===== config.mk =====
export PLATFORM = sky130hd
export DESIGN_NAME = cpu_sequencer_flat
export DESIGN_NICKNAME = d
export VERILOG_FILES = /design/src/rtl/cpu_sequencer_pkg.sv /design/src/rtl/cpu_sequencer_if.sv /design/src/rtl/cpu_sequencer_ctrl_decode.sv /design/src/rtl/cpu_sequencer.sv /design/src/flat_wrapper.sv
export SDC_FILE = /design/constraint.sdc
export NUM_CORES = 1
export LEC_CHECK = 0
export BUFFER_PORTS_ARGS = -buffer_cell sky130_fd_sc_hd__buf_2
export CAP_MARGIN = 20
export CORE_AREA = 2 2 74 76
export DETAILED_ROUTE_END_ITERATION = 6
export DIE_AREA = 0 0 76 78
export HOLD_SLACK_MARGIN = 0.05
export PLACE_DENSITY = 0.65
export REMOVE_ABC_BUFFERS = 1
export SETUP_SLACK_MARGIN = 0.5
export SYNTH_ARGS = -nofsm -noshare
export SYNTH_HDL_FRONTEND = slang
export SYNTH_SLANG_ARGS = --single-unit

===== constraint.sdc =====
create_clock -name clk -period 4.6 [get_ports clk]
set_clock_uncertainty 0.1 [all_clocks]
set_input_delay 0.23 -clock clk [delete_from_list [all_inputs] [get_ports clk]]
set_output_delay 0.23 -clock clk [all_outputs]
set_load 0.03 [all_outputs]

===== src/rtl/cpu_sequencer_pkg.sv =====
// Shared types and constants for the microcoded CPU sequencer:
// state encoding, opcode values, control-line bit positions and opcode classes.
package cpu_sequencer_pkg;

  typedef enum logic [3:0] {
    ST_IDLE    = 4'd0,
    ST_F_MAR   = 4'd1,
    ST_F_READ  = 4'd2,
    ST_F_IR    = 4'd3,
    ST_DECODE  = 4'd4,
    ST_E_MAR   = 4'd5,
    ST_E_READ  = 4'd6,
    ST_E_BR    = 4'd7,
    ST_E_ALU   = 4'd8,
    ST_E_MBRW  = 4'd9,
    ST_E_WRITE = 4'd10,
    ST_E_JUMP  = 4'd11,
    ST_HALT    = 4'd12
  } state_e;

  localparam logic [7:0] OP_STORE = 8'h01;
  localparam logic [7:0] OP_LOAD  = 8'h02;
  localparam logic [7:0] OP_ADD   = 8'h03;
  localparam logic [7:0] OP_SUB   = 8'h04;
  localparam logic [7:0] OP_JGE   = 8'h05;
  localparam logic [7:0] OP_JMP   = 8'h06;
  localparam logic [7:0] OP_HALT  = 8'h07;
  localparam logic [7:0] OP_MPY   = 8'h08;
  localparam logic [7:0] OP_DIV   = 8'h09;
  localparam logic [7:0] OP_AND   = 8'h0A;
  localparam logic [7:0] OP_OR    = 8'h0B;
  localparam logic [7:0] OP_XOR   = 8'h0C;
  localparam logic [7:0] OP_NOT   = 8'h0D;
  localparam logic [7:0] OP_SHL   = 8'h0E;
  localparam logic [7:0] OP_SHR   = 8'h0F;

  localparam int C0  = 0;
  localparam int C1  = 1;
  localparam int C2  = 2;
  localparam int C3  = 3;
  localparam int C4  = 4;
  localparam int C5  = 5;
  localparam int C6  = 6;
  localparam int C7  = 7;
  localparam int C8  = 8;
  localparam int C9  = 9;
  localparam int C10 = 10;
  localparam int C11 = 11;
  localparam int C12 = 12;
  localparam int C13 = 13;
  localparam int C14 = 14;
  localparam int C15 = 15;

  typedef enum logic [2:0] {
    CL_NOP,
    CL_MEM_ALU,
    CL_REG_ALU,
    CL_STORE,
    CL_JMP,
    CL_JGE,
    CL_HALT
  } op_class_e;

  // Anything not listed here retires as a NOP.
  function automatic op_class_e op_class(input logic [7:0] op);
    op_class_e cl;
    case (op)
      OP_LOAD, OP_ADD, OP_SUB, OP_MPY,
      OP_DIV, OP_AND, OP_OR, OP_XOR:   cl = CL_MEM_ALU;
      OP_NOT, OP_SHL, OP_SHR:          cl = CL_REG_ALU;
      OP_STORE:                        cl = CL_STORE;
      OP_JMP:                          cl = CL_JMP;
      OP_JGE:                          cl = CL_JGE;
      OP_HALT:                         cl = CL_HALT;
      default:                         cl = CL_NOP;
    endcase
    return cl;
  endfunction

endpackage


===== src/rtl/cpu_sequencer_if.sv =====
// Sequencer-to-datapath bundle; cnt_ld/cnt_ld_val preload the retired-instruction count.
interface cpu_sequencer_if;
  logic        start;
  logic [7:0]  opcode;
  logic        acc_sign;
  logic        cnt_ld;
  logic [15:0] cnt_ld_val;
  logic [15:0] ctrl;
  logic [7:0]  alu_fn;
  logic        halted;
  logic [15:0] instr_cnt;
  logic [3:0]  state_dbg;

  modport master (
    output start, opcode, acc_sign, cnt_ld, cnt_ld_val,
    input  ctrl, alu_fn, halted, instr_cnt, state_dbg
  );

  modport slave (
    input  start, opcode, acc_sign, cnt_ld, cnt_ld_val,
    output ctrl, alu_fn, halted, instr_cnt, state_dbg
  );
endinterface


===== src/rtl/cpu_sequencer_ctrl_decode.sv =====
// Combinational control-word decode: state + latched opcode -> C0..C15 and ALU function.
module cpu_ctrl_decode
  import cpu_sequencer_pkg::*;
(
  input  state_e      state,
  input  logic [7:0]  op,
  output logic [15:0] ctrl,
  output logic [7:0]  alu_fn
);

  // C7 and C14 (operand zeroing) are never asserted by this sequencer.
  always_comb begin
    ctrl   = '0;
    alu_fn = '0;
    case (state)
      ST_F_MAR:   ctrl[C2] = 1'b1;
      ST_F_READ:  begin
        ctrl[C0]  = 1'b1;
        ctrl[C5]  = 1'b1;
        ctrl[C15] = 1'b1;
      end
      ST_F_IR:    ctrl[C4] = 1'b1;
      ST_E_MAR:   ctrl[C8] = 1'b1;
      ST_E_READ:  begin
        ctrl[C0] = 1'b1;
        ctrl[C5] = 1'b1;
      end
      ST_E_BR:    ctrl[C6] = 1'b1;
      ST_E_ALU:   begin
        ctrl[C9] = 1'b1;
        alu_fn   = op;
      end
      ST_E_MBRW:  ctrl[C11] = 1'b1;
      ST_E_WRITE: begin
        ctrl[C0]  = 1'b1;
        ctrl[C12] = 1'b1;
      end
      ST_E_JUMP:  ctrl[C3] = 1'b1;
      default:    ;
    endcase
  end

endmodule


===== src/rtl/cpu_sequencer.sv =====
// Fetch/decode/execute sequencer FSM with saturating retired-instruction counter.
// state | meaning: IDLE wait start; F_* fetch; DECODE latch op; E_* execute; HALT absorbing.
module cpu_sequencer
  import cpu_sequencer_pkg::*;
(
  input  logic     clk,
  input  logic     rst,
  cpu_sequencer_if.slave bus
);

  state_e      state_q, state_d;
  logic [7:0]  op_q, op_d;
  logic [15:0] cnt_q, cnt_d;
  logic        retire;

  always_comb begin
    state_d = state_q;
    op_d    = op_q;
    case (state_q)
      ST_IDLE:    if (bus.start) state_d = ST_F_MAR;
      ST_F_MAR:   state_d = ST_F_READ;
      ST_F_READ:  state_d = ST_F_IR;
      ST_F_IR:    state_d = ST_DECODE;
      ST_DECODE:  begin
        op_d = bus.opcode;
        case (op_class(bus.opcode))
          CL_MEM_ALU: state_d = ST_E_MAR;
          CL_REG_ALU: state_d = ST_E_ALU;
          CL_STORE:   state_d = ST_E_MAR;
          CL_JMP:     state_d = ST_E_JUMP;
          CL_JGE:     state_d = bus.acc_sign ? ST_F_MAR : ST_E_JUMP;
          CL_HALT:    state_d = ST_HALT;
          default:    state_d = ST_F_MAR;
        endcase
      end
      ST_E_MAR:   state_d = (op_q == OP_STORE) ? ST_E_MBRW : ST_E_READ;
      ST_E_READ:  state_d = ST_E_BR;
      ST_E_BR:    state_d = ST_E_ALU;
      ST_E_ALU:   state_d = ST_F_MAR;
      ST_E_MBRW:  state_d = ST_E_WRITE;
      ST_E_WRITE: state_d = ST_F_MAR;
      ST_E_JUMP:  state_d = ST_F_MAR;
      ST_HALT:    state_d = ST_HALT;
      default:    state_d = ST_IDLE;
    endcase
  end

  // The first fetch after IDLE is not a retirement; HALT entry is.
  always_comb begin
    retire = ((state_d == ST_F_MAR) && (state_q != ST_IDLE)) ||
             ((state_d == ST_HALT)  && (state_q != ST_HALT));
    cnt_d  = cnt_q;
    if (bus.cnt_ld)
      cnt_d = bus.cnt_ld_val;
    else if (retire && (cnt_q != 16'hFFFF))
      cnt_d = cnt_q + 16'd1;
  end

  always_ff @(posedge clk or posedge rst) begin
    if (rst) begin
      state_q <= ST_IDLE;
      op_q    <= '0;
      cnt_q   <= '0;
    end else begin
      state_q <= state_d;
      op_q    <= op_d;
      cnt_q   <= cnt_d;
    end
  end

  cpu_ctrl_decode u_decode (
    .state  (state_q),
    .op     (op_q),
    .ctrl   (bus.ctrl),
    .alu_fn (bus.alu_fn)
  );

  assign bus.halted    = (state_q == ST_HALT);
  assign bus.instr_cnt = cnt_q;
  assign bus.state_dbg = state_q;

endmodule


===== src/flat_wrapper.sv =====
// flat-port wrapper written by rule: the top's interface ports become plain ports
module cpu_sequencer_flat import cpu_sequencer_pkg::*;
  (clk, rst, bus_start, bus_opcode, bus_acc_sign, bus_cnt_ld, bus_cnt_ld_val, bus_ctrl, bus_alu_fn, bus_halted, bus_instr_cnt, bus_state_dbg);
  cpu_sequencer_if bus_i ();
  input  logic clk;
  input  logic rst;
  input wire logic [$bits(bus_i.start)-1:0] bus_start;
  input wire logic [$bits(bus_i.opcode)-1:0] bus_opcode;
  input wire logic [$bits(bus_i.acc_sign)-1:0] bus_acc_sign;
  input wire logic [$bits(bus_i.cnt_ld)-1:0] bus_cnt_ld;
  input wire logic [$bits(bus_i.cnt_ld_val)-1:0] bus_cnt_ld_val;
  output wire logic [$bits(bus_i.ctrl)-1:0] bus_ctrl;
  output wire logic [$bits(bus_i.alu_fn)-1:0] bus_alu_fn;
  output wire logic [$bits(bus_i.halted)-1:0] bus_halted;
  output wire logic [$bits(bus_i.instr_cnt)-1:0] bus_instr_cnt;
  output wire logic [$bits(bus_i.state_dbg)-1:0] bus_state_dbg;
  assign bus_i.start = bus_start;
  assign bus_i.opcode = bus_opcode;
  assign bus_i.acc_sign = bus_acc_sign;
  assign bus_i.cnt_ld = bus_cnt_ld;
  assign bus_i.cnt_ld_val = bus_cnt_ld_val;
  assign bus_ctrl = bus_i.ctrl;
  assign bus_alu_fn = bus_i.alu_fn;
  assign bus_halted = bus_i.halted;
  assign bus_instr_cnt = bus_i.instr_cnt;
  assign bus_state_dbg = bus_i.state_dbg;
  cpu_sequencer u_core (.clk(clk), .rst(rst), .bus(bus_i));
endmodule

## Word level (Yosys, flattened, before mapping)

Memories as Yosys holds them, arrays and structs flattened.
Cells that the tools add are included.

| word-level totals | value |
|---|---|
| register bits | 28 |
| memory bits (read-only) | 48 |
| input port bits | 29 |
| output and inout port bits | 45 |
| word-level logic and storage cells | 61 |
| memories kept | 1 |

| operators by class | value |
|---|---|
| add/subtract/negate cells | 1 |
| equal/unequal tests | 23 |
| multiplexer cells | 21 |
| reduce and logical (&&, ||, !) cells | 12 |

Memory list:

| name | depth | width | read ports | clocked after memory_dff | wr ports | RTL line | source |
|---|---|---|---|---|---|---|---|
| (no name shown) | 16 | 3 | 1 | 0 | 0 | cpu_sequencer_pkg.sv:67 | `case (op)` |

Operators with widths:

| operator | number |
|---|---|
| 4-bit one-hot mux with 11 select lines | 1 |
| 16-bit two-way mux | 2 |
| 4-bit equality test (second input constant) | 6 |
| 4-bit one-hot mux with 5 select lines | 1 |
| 16-bit by 1-bit adder with 16-bit output (second input constant) | 1 |
| 4-bit by 3-bit equality test with 1-bit output (second input constant) | 4 |
| 16-bit != test (second input constant) | 1 |
| 4-bit two-way mux | 3 |
| 1-bit two-way mux | 11 |
| 3-bit equality test (second input constant) | 3 |
| 4-bit by 1-bit equality test with 1-bit output (second input constant) | 2 |
| 4-bit by 2-bit equality test with 1-bit output (second input constant) | 2 |
| 8-bit by 1-bit equality test with 1-bit output (second input constant) | 1 |
| 4-bit zero test | 2 |
| 8-bit two-way mux | 1 |
| 3-bit by 2-bit equality test with 1-bit output (second input constant) | 2 |
| 3-bit two-way mux | 2 |
| 3-bit OR reduction | 2 |
| 4-bit != test (second input constant) | 1 |
| 4-bit nonzero test | 1 |
| 2-bit OR reduction | 2 |
| 3-bit by 1-bit equality test with 1-bit output (second input constant) | 1 |
| 1-bit logical AND | 3 |
| 2-bit nonzero test | 1 |
| 1-bit logical OR | 1 |

## Longest topological paths before layout

Gate-level depths: netlist of run 1.

| depth | value |
|---|---|
| word-level depth | 13 |
| mapped depth | 10 |
| mapped depth without buffers | 7 |

## By module

Synthesis of run 1 repeated with hierarchy kept, for this count alone.

| unflattened totals | value |
|---|---|
| cell total of the unflattened synthesis | 264 |
| area, all modules | 2,179.6 µm² |

By module, submodules not included:

| module | instances | cells an instance | area each (µm²) | sequential area each (µm²) |
|---|---|---|---|---|
| cpu_sequencer | 1 | 234 | 1,991.9 | 700.7 |
| cpu_ctrl_decode | 1 | 30 | 187.7 | 0.0 |

## Worst setup path after synthesis of run 1

OpenSTA, ideal clock, no wires.

| timing | value |
|---|---|
| path type | reg2reg |
| from | register u_core.state_q[1], in the netlist u_core.bus.state_dbg[1] |
| to | register u_core.cnt_q[3], in the netlist u_core.bus.instr_cnt[3] |
| library setup time | 82 ps |
| data arrival time | 3,052 ps |
| required time | 4,418 ps |
| slack | 1,366 ps |
| cell stages (with the launch flop) | 10 |
| buffers on the path | 2 |
| period minus slack after synthesis | 3,234 ps |
| cells stage by stage | dfrtp_1 -> buf_6 -> nand2b_1 -> nor3_2 -> a221oi_2 -> or4_4 -> mux2_4 -> buf_6 -> or4_1 -> a31oi_1 |

| on the way | value |
|---|---|
| word-level cells in the longest chain between the ends | 8 |
| elaborated cells on any way between the ends | 25 |
| those cells by class | eq/ne (15); mux (2); reduce/logical (8) |

Ends and longest elaborated chain:

| element | RTL line | source |
|---|---|---|
| start: declaration | cpu_sequencer.sv:11 | `state_e state_q, state_d;` |
| start signal: assignment | cpu_sequencer.sv:65 | `state_q <= state_d;` |
| 4-bit equality test | cpu_sequencer.sv:19 | `case (state_q)` |
| 3-bit OR reduction (no line) | -- |  |
| 4-bit one-hot mux with 11 select lines | cpu_sequencer.sv:19 |  |
| 4-bit by 1-bit equality test with 1-bit output / 4-bit equality test (equally long branches) | cpu_sequencer.sv:50, cpu_sequencer.sv:51 |  |
| 1-bit logical AND, on equally long branches | cpu_sequencer.sv:50, cpu_sequencer.sv:51 |  |
| 1-bit logical OR * | cpu_sequencer.sv:50 | `retire = ((state_d == ST_F_MAR) && (state_q != ST_IDLE)) \|\|` |
| 1-bit logical AND * | cpu_sequencer.sv:55 | `else if (retire && (cnt_q != 16'hFFFF))` |
| 2-bit nonzero test (no line) * | -- |  |
| end signal: assignment | cpu_sequencer.sv:67 | `cnt_q <= cnt_d;` |
| end: declaration | cpu_sequencer.sv:13 | `logic [15:0] cnt_q, cnt_d;` |

Mark *: on every way between the ends. The rest lies on a longest branch, timed or not.
A chain may end at the register's enable or synchronous reset.

## Worst setup path in the final report of run 1

| timing | value |
|---|---|
| from | register u_core.state_q[3], in the netlist u_core.bus.state_dbg[3] |
| to | register u_core.cnt_q[8], in the netlist u_core.bus.instr_cnt[8] |

Same word-level chain as after synthesis.

==> results of run 1 <==
per-layer routing:
layer  routed length, um  part of all wire  global-route usage
met1                2430              0.48               0.239
met2                2380              0.47               0.270
met3                 207             0.041              0.0140
met4                  69             0.014              0.0618
met5                   0                 0                   0
path summary, 6_finish.rpt:
| kind | endpoint | start | cells after the start |
|---|---|---|---|
| setup reg to reg | u_core.bus.instr_cnt[8] | u_core.bus.state_dbg[3] | 7 |
| max in group asynchronous | u_core.bus.instr_cnt[1] | rst | 4 |
| min in group asynchronous | u_core.op_q[4] | rst | 3 |
| hold reg to reg | u_core.op_q[0] | u_core.op_q[0] | 1 |
| hold / removal | u_core.bus.instr_cnt[2] | bus_cnt_ld_val[2] | 3 |
| setup / recovery | u_core.bus.instr_cnt[8] | u_core.bus.state_dbg[3] | 7 |
area by class of cell:
cell class | instances | area [um2] | area share
Clock buffer | 3 | 41.3 | 0.0173
Timing Repair Buffer | 71 | 385 | 0.161
Tap cell | 70 | 87.6 | 0.0366
Multi-Input combinational cell | 172 | 1140 | 0.477
Inverter | 9 | 33.8 | 0.0141
Sequential cell | 28 | 701 | 0.293
flip-flops by register name, summed over array words and instances (netlist names):
signal,count
u_core.bus.state_dbg,4
u_core.op_q,8
u_core.bus.instr_cnt,16
power by group:
part | total, mW | switching [mW] | internal (mW)
Combinational | 0.792 | 0.521 | 0.271
Sequential | 0.446 | 0.124 | 0.322
Clock | 0.135 | 0.0757 | 0.0588
Total | 1.37 | 0.721 | 0.651
cell usage after synthesis, types with 7 or more instances:
cell / number / area share
a31oi_1: 17 / 0.054
and2_1: 12 / 0.038
clkbuf_1: 7 / 0.013
dfrtp_1: 28 / 0.35
inv_1: 9 / 0.017
mux2_2: 9 / 0.051
nand2_1: 10 / 0.019
nor2_1: 24 / 0.045
nor3_1: 7 / 0.018
o21ai_0: 10 / 0.025
or3_1: 8 / 0.025
metrics by stage:
| stage | setup WS [ps] | cells | power [mW] |
|---|---|---|---|
| CTS | 1500 | 353 | 1.38 |
| finish | 1490 | 353 | 1.37 |
| detailed placement | 1550 | 349 | 1.24 |
| global placement | 1560 | 348 | 1.23 |
| global route | 1340 | 353 | 1.47 |
| floorplan | 1250 | 209 | 1.01 |
worst max-delay path, stage by stage (launching register included):
cell      delay [ps]
dfrtp_1          720
mux2_2           410
o32ai_2          150
a221oi_2         110
or4_4            500
mux2_4           380
or4b_1           500
a31oi_1          170
cell families (layout without fill, tap and decap cells):
logic type	after synthesis	count (layout)	synth area share
fa+ha+maj	2	2	0.0113
simple gates	102	102	0.302
xor+xnor	1	1	0.00441
buf+inv	29	83	0.0800
compound gates	51	51	0.184
other cells	1	5	0.00189
mux	11	11	0.0636
flops	28	28	0.353
==> flow_metrics.py, run 1 <==
metrics = {
    "outcome": {
        "outcome": "completed",
    },
    "power_and_ir_drop": {
        "ir_worst_vdd_mv": 0.205,
        "leakage_nw": 1.07,
        "power.density_mw_per_mm2": 574,
    },
    "timing": {
        "period_minus_slack_ps": 3110,
        "finalHoldViolations": 0,
        "rsz0062_at_grt": "false",
        "max_freq_ghz": 0.322,
        "whs_ps": 105,
        "slew_headroom": 0.437,
        "slew_viol_final": 0,
        "setup_violations": 0,
        "worst_slew_pin_slew_ps": 843,
        "final.setup.tns_ps": 0,
        "timing.final.crit_share": 0.675,
    },
    "clocking": {
        "cts.sinks": 28,
        "clockBufferDepth": 2,
        "clk_pin_slew_worst_paths_ps": 90,
        "holdBufCountCts": 1,
        "cts_buffers": 3,
        "cts_setup_buffers": 0,
        "cts-resized-gates": 0,
        "clockRootBuffer": "clkbuf_8",
        "clk_latency_ps": 270,
        "cts_tree": "built",
        "cts_htree_levels": 1,
    },
    "final_layout": {
        "finalInstanceArea_mm2": 0.00239,
        "fillers": 519,
        "final_cell_mix": "buf_2 (68), dfrtp_1 (28), nor2_1 (24)",
        "area_growth_pct": 20.4,
        "nets": 315,
        "final_common_cell": "buf_2",
        "final_util": 0.474,
        "drive_above_1_share": 0.325,
        "antenna_cells": 0,
    },
    "global_routing": {
        "overflow": 0,
        "grt_pass1_vias": 1756,
        "grt_max_degree": 32,
        "grt_usage": 0.169,
        "grt_first_pass_wirelength_um": 8270,
        "antenna_found_initial": 0,
    },
    "logic_synthesis": {
        "synth_edf_count": 0,
        "async_flop_share": 1.00,
        "yosysSeqAreaShare": 0.353,
        "yosysWarningCount": 0,
        "synth_cell_type_count": 52,
        "ys.flop_type": "dfrtp_1",
        "syn_inst": 225,
        "ys_ff_latch": 28,
        "syn_area_mm2": 0.00199,
        "syn_avg_cell_area_um2": 8.83,
    },
    "floorplanning": {
        "rows": 26,
        "die_y_um": 78,
        "coreArea_mm2": 0.00504,
        "die_width_um": 76,
        "ioPinCount": 74,
        "die_area_mm2": 0.00593,
        "initial_core_util": 0.394,
    },
    "critical_path": {
        "path_class": "reg -> reg",
        "rrSetupSlack_ps": 1490,
        "crit_fanout": 22,
        "endpoint_kind": "flop",
        "start_kind": "flop",
        "arrival_ps": 3200,
        "required_ps": 4700,
    },
    "drt": {
        "vias_per_cell": 5.49,
        "antenna_left": 0,
        "first_pass_iters": 4,
        "drc": 0,
        "wl_um": 5090,
        "drt_iter0_markers": 148,
        "vias": 1937,
        "wl_per_cell_um": 14.4,
    },
    "placement": {
        "portBuffers": 68,
        "place.gp.congestion": 0.841,
        "place_area_mm2": 0.00234,
        "dp_hpwl_um": 3770,
    },
    "hold_path": {
        "hp-class": "in -> reg",
    },
    "run": {
        "drv_cap": 0,
    },
}
No activity file was read; power rests on OpenSTA's default activity.
==> run 2: changes to the inputs <==
Settings changed: PLACE_DENSITY 0.65 to 0.68.
Clock period 4.6 ns to 2.59 ns, I/O delays scaled along.
==> flow_metrics.py, run 2 (synthesis results as in run 1) <==
metrics = {
    "outcome": {
        "outcome": "complete, but fails checks",
        "violations": "negative setup slack",
    },
    "global_routing": {
        "antenna_found_initial": 0,
        "grt_usage": 0.197,
        "grt_max_degree": 32,
        "overflow": 0,
        "grt_pass1_vias": 2152,
        "grt_first_pass_wirelength_um": 9750,
    },
    "final_layout": {
        "fillers": 367,
        "drive_above_1_share": 0.488,
        "largest_reg_flops": 16,
        "final_cell_mix": "buf_2 (60), buf_4 (52), dfrtp_1 (27)",
        "nets": 396,
        "area_growth_pct": 68.9,
        "antenna_cells": 0,
        "final_util": 0.665,
        "final_common_cell": "buf_2",
    },
    "clocking": {
        "cts_tree": "built",
        "cts_buffers": 3,
        "cts.sinks": 28,
        "cts_htree_levels": 1,
        "clockRootBuffer": "clkbuf_8",
        "clk_pin_slew_worst_paths_ps": 110,
        "clk_latency_ps": 280,
        "clockBufferDepth": 2,
    },
    "timing": {
        "max_freq_ghz": 0.371,
        "fin_ws_ps": -107,
        "worst_slew_pin_slew_ps": 864,
        "slew_headroom": 0.424,
        "slew_viol_final": 0,
        "rsz0062_at_grt": "true",
        "timing.final.crit_share": 1.04,
        "whs_ps": 87.2,
        "setup_violations": 10,
        "period_minus_slack_ps": 2700,
        "finalHoldViolations": 0,
    },
    "critical_path": {
        "crit_start": "u_core.bus.state_dbg[0]",
        "arrival_ps": 2790,
        "endpoint": "u_core.bus.instr_cnt[8]",
        "start_kind": "flop",
        "rr_worst_depth": 8,
        "worstReg2RegEnd": "u_core.bus.instr_cnt[8]",
        "endpoint_kind": "flop",
        "crit_fanout": 8,
        "path_class": "reg -> reg",
        "rrSetupSlack_ps": -110,
        "required_ps": 2680,
        "rr_startpoint": "u_core.bus.state_dbg[0]",
    },
    "placement": {
        "dp_hpwl_um": 4230,
        "portBuffers": 68,
        "place.gp.congestion": 0.866,
    },
    "power_and_ir_drop": {
        "ir_worst_vdd_mv": 0.623,
        "power.density_mw_per_mm2": 1150,
        "leakage_nw": 1.54,
    },
    "drt": {
        "drt_iter0_markers": 203,
        "drc": 0,
        "vias": 2363,
        "first_pass_iters": 4,
        "wl_per_cell_um": 15.1,
        "wl_um": 6550,
        "antenna_left": 0,
        "vias_per_cell": 5.43,
    },
    "floorplanning": {
        "ioPinCount": 74,
        "die_width_um": 76,
        "die_y_um": 78,
        "initial_core_util": 0.394,
        "coreArea_mm2": 0.00504,
        "rows": 26,
        "die_area_mm2": 0.00593,
    },
    "run": {
        "drv_cap": 0,
    },
    "hold_path": {
        "hp-class": "in -> reg",
    },
}
[run 2: changes by cell type in the layout (fill, tap and decap cells not counted), moves of 8 or more]
cell and delta:
dlygate4sd3_1 +21, buf_2 -8, buf_4 +51, buf_6 +17
[run 2: stage by stage]
step                worst slack (ps)  cells  cell area [um2]  TNS [ps]  total power, mW
floorplan                       -757    209             1880     -9410             1.80
global placement                -124    388             2610      -623             2.67
detailed placement              -205    388             2610     -1350             2.71
CTS                            -75.0    424             3080      -214             3.38
global route                    -213    435             3350     -2210             4.05
finish                          -107    435             3350      -552             3.84
[run 2: critical path, stage by stage (launching register included)]
cell,delay (ps)
dfrtp_2,470
buf_6,160
xor2_1,180
nand2_1,100
o22ai_2,90
or4_4,530
mux2_4,340
or4b_1,470
a31oi_1,180
[run 2: timing repair]
item,CTS,global route
setup endpoints to repair,16,25
gates cloned,1,1
endpoints found under the hold margin,48,0
hold buffers,22,0
pin swaps,12,29
gates resized for setup,19,51
setup buffers,9,10
[run 2: final cells by class]
| type | count | area [um2] | area share |
|---|---|---|---|
| clock buffer | 3 | 41.3 | 0.0123 |
| clock inverter | 1 | 30.0 | 0.00896 |
| inverter | 9 | 33.8 | 0.0101 |
| multi-input combinational | 173 | 1360 | 0.404 |
| sequential | 28 | 702 | 0.209 |
| tap | 70 | 87.6 | 0.0261 |
| timing repair buffer | 151 | 1100 | 0.329 |
[run 2: report_power, final]
part	internal, mW	leakage [nW]	switching, mW
Clock	0.207	0.0357	0.142
Sequential	0.575	0.320	0.165
Combinational	1.32	1.18	1.44
[run 2: worst min path at each step]
stage                  startpoint                        to  slack (ps)  depth (start not counted)
floorplan                     rst   u_core.bus.instr_cnt[0]          90                          1
global placement              rst            u_core.op_q[5]         120                          3
detailed placement            rst  u_core.bus.instr_cnt[10]         120                          3
CTS                 bus_opcode[3]            u_core.op_q[3]          70                          2
global route        bus_opcode[3]            u_core.op_q[3]          80                          2
finish              bus_opcode[3]            u_core.op_q[3]          90                          2
[run 2: layer usage]
metal,track usage,share of wire,vias up
li1,-,-,1125
met1,0.260,0.45,1157
met2,0.338,0.50,71
met3,0.0221,0.036,10
met4,0.0691,0.017,0
met5,0,0,-
==> run 3: changes to the inputs <==
==> constraint.sdc (replaced) <==
create_clock -name clk -period 2.59 [get_ports clk]
set_clock_uncertainty 0.1 [all_clocks]
set_input_delay 0.259 -clock clk [delete_from_list [all_inputs] [get_ports clk]]
set_output_delay 0.259 -clock clk [all_outputs]
set_load 0.03 [all_outputs]
==> flow_metrics.py, run 3 (synthesis results as in run 1) <==
metrics = {
    "timing": {
        "slew_viol_final": 0,
        "worst_slew_pin_slew_ps": 839,
        "fin_ws_ps": -193,
        "setup_violations": 13,
        "finalHoldViolations": 0,
        "max_freq_ghz": 0.359,
        "slew_headroom": 0.440,
        "timing.final.crit_share": 1.07,
        "rsz0062_at_grt": "true",
        "period_minus_slack_ps": 2780,
    },
    "power_and_ir_drop": {
        "p_comb_frac": 0.716,
        "switching_share": 0.460,
        "power_frac_seq": 0.208,
        "ir_worst_vdd_mv": 0.563,
        "power_frac_clock": 0.076,
        "p_int_mw": 1.92,
        "finalPower_mw": 3.56,
        "power.density_mw_per_mm2": 1170,
        "leakage_nw": 1.43,
        "netSwitchingPower_mw": 1.64,
    },
    "floorplanning": {
        "die_width_um": 76,
        "rows": 26,
        "die_area_mm2": 0.00593,
        "ioPinCount": 74,
        "die_y_um": 78,
        "initial_core_util": 0.394,
        "coreArea_mm2": 0.00504,
    },
    "global_routing": {
        "grt_max_degree": 32,
        "antenna_found_initial": 0,
        "grt_usage": 0.204,
        "grt_first_pass_wirelength_um": 9940,
        "overflow": 0,
        "grt_pass1_vias": 2084,
    },
    "critical_path": {
        "cpMaxStageDelayCell": "or4_4",
        "rr_worst_depth": 8,
        "cp_num_cells": 8,
        "crit_buf_inv": 2,
        "required_ps": 2680,
        "crit_family": "simple AND/OR/NAND/NOR gates",
        "crit_fanout": 8,
        "cpPeakStageDelay_ps": 560,
        "crit_chain": "buf_6, buf_4, nor3_4, a221oi_2, or4_4, mux2_4, or4b_1, a31oi_1",
        "start_kind": "flop",
        "endpoint_kind": "flop",
        "path_class": "reg -> reg",
        "arrival_ps": 2870,
    },
    "outcome": {
        "violations": "negative setup slack",
        "outcome": "complete, but fails checks",
    },
    "drt": {
        "vias_per_cell": 5.36,
        "first_pass_iters": 4,
        "wl_per_cell_um": 14.9,
        "antenna_left": 0,
        "wl_um": 6140,
        "drt_iter0_markers": 155,
        "drc": 0,
        "vias": 2203,
    },
    "final_layout": {
        "largest_reg_flops": 16,
        "stdcell_count": 411,
        "drive_above_1_share": 0.513,
        "nets": 372,
        "area_growth_pct": 53.9,
        "multi_input_area_mm2": 0.00130,
        "fillers": 426,
        "antenna_cells": 0,
        "final_cell_mix": "buf_2 (59), buf_4 (49), dfrtp_1 (25)",
        "final_common_cell": "buf_2",
        "regArea_um2": 704,
    },
    "clocking": {
        "cts_buffers": 3,
        "clockBufferDepth": 2,
        "cts_tree": "built",
        "clk_latency_ps": 270,
        "cts.sinks": 28,
        "cts_htree_levels": 1,
        "clk_pin_slew_worst_paths_ps": 100,
        "clockRootBuffer": "clkbuf_8",
    },
    "placement": {
        "place.gp.congestion": 0.833,
        "dp_cells": 393,
        "preCtsSetupSlack_ps": -265,
        "dp_hpwl_um": 4440,
        "portBuffers": 68,
    },
    "hold_path": {
        "min_path_cells": 3,
        "hp-class": "in -> reg",
    },
    "run": {
        "drv_cap": 0,
    },
}
-- run 3: final timing paths --
check	end	from	slack (ps)
max	u_core.bus.instr_cnt[8]	u_core.bus.state_dbg[3]	-190
min	u_core.bus.instr_cnt[2]	bus_cnt_ld_val[2]	140
max reg2reg	u_core.bus.instr_cnt[8]	u_core.bus.state_dbg[3]	-190
min reg2reg	u_core.op_q[7]	u_core.op_q[7]	500
max in group asynchronous	u_core.bus.state_dbg[0]	rst	1610
min in group asynchronous	u_core.bus.instr_cnt[9]	rst	490
-- run 3: power by group through the flow --
stage / Sequential [mW] / Combinational [mW] / Clock [mW]
finish: 0.739 / 2.55 / 0.271
global route: 0.762 / 2.72 / 0.300
CTS: 0.738 / 2.44 / 0.276
detailed placement: 0.718 / 2.05 / 0
global placement: 0.712 / 2.01 / 0
floorplan: 0.884 / 0.912 / 0
-- run 3: metrics by stage --
step | utilization | hold WS (ps) | area [um2] | TNS [ps]
after floorplan | - | 224 | 1880 | -10120
after global placement | 0.525 | 246 | 2650 | -947
after detailed placement | 0.525 | 244 | 2650 | -1840
after CTS | 0.594 | 129 | 2990 | -663
after global routing | 0.606 | 138 | 3060 | -2420
final | 0.606 | 136 | 3060 | -1210
-- run 3: repair_timing --
action / 4_1_cts / 5_1_grt
hold endpoints to repair: 28 / 0
gates resized for setup: 58 / 8
setup endpoints to repair: 24 / 25
hold buffers: 1 / 0
pin swaps: 30 / 18
setup buffers: 6 / 5
gates cloned: 2 / 0
-- run 3: tightest hold or removal path, cell delays in order --
cell	delay [ps]
buf_2	90
nor2_1	80
a31oi_1	50
-- run 3: routing by layer --
| layer | up-vias | part of all wire | GRT usage |
|---|---|---|---|
| met4 | 0 | 0.014 | 0.0564 |
| met5 | - | 0 | 0 |
| met1 | 1055 | 0.45 | 0.265 |
| met2 | 62 | 0.50 | 0.363 |
| met3 | 8 | 0.040 | 0.0198 |
| li1 | 1078 | - | - |
-- run 3: area by class of cell --
cell class	count	area share
clock buffer	4	0.0180
inverter	9	0.0119
multi-input combinational	173	0.424
sequential	28	0.230
tap	70	0.0287
timing repair buffer	127	0.287
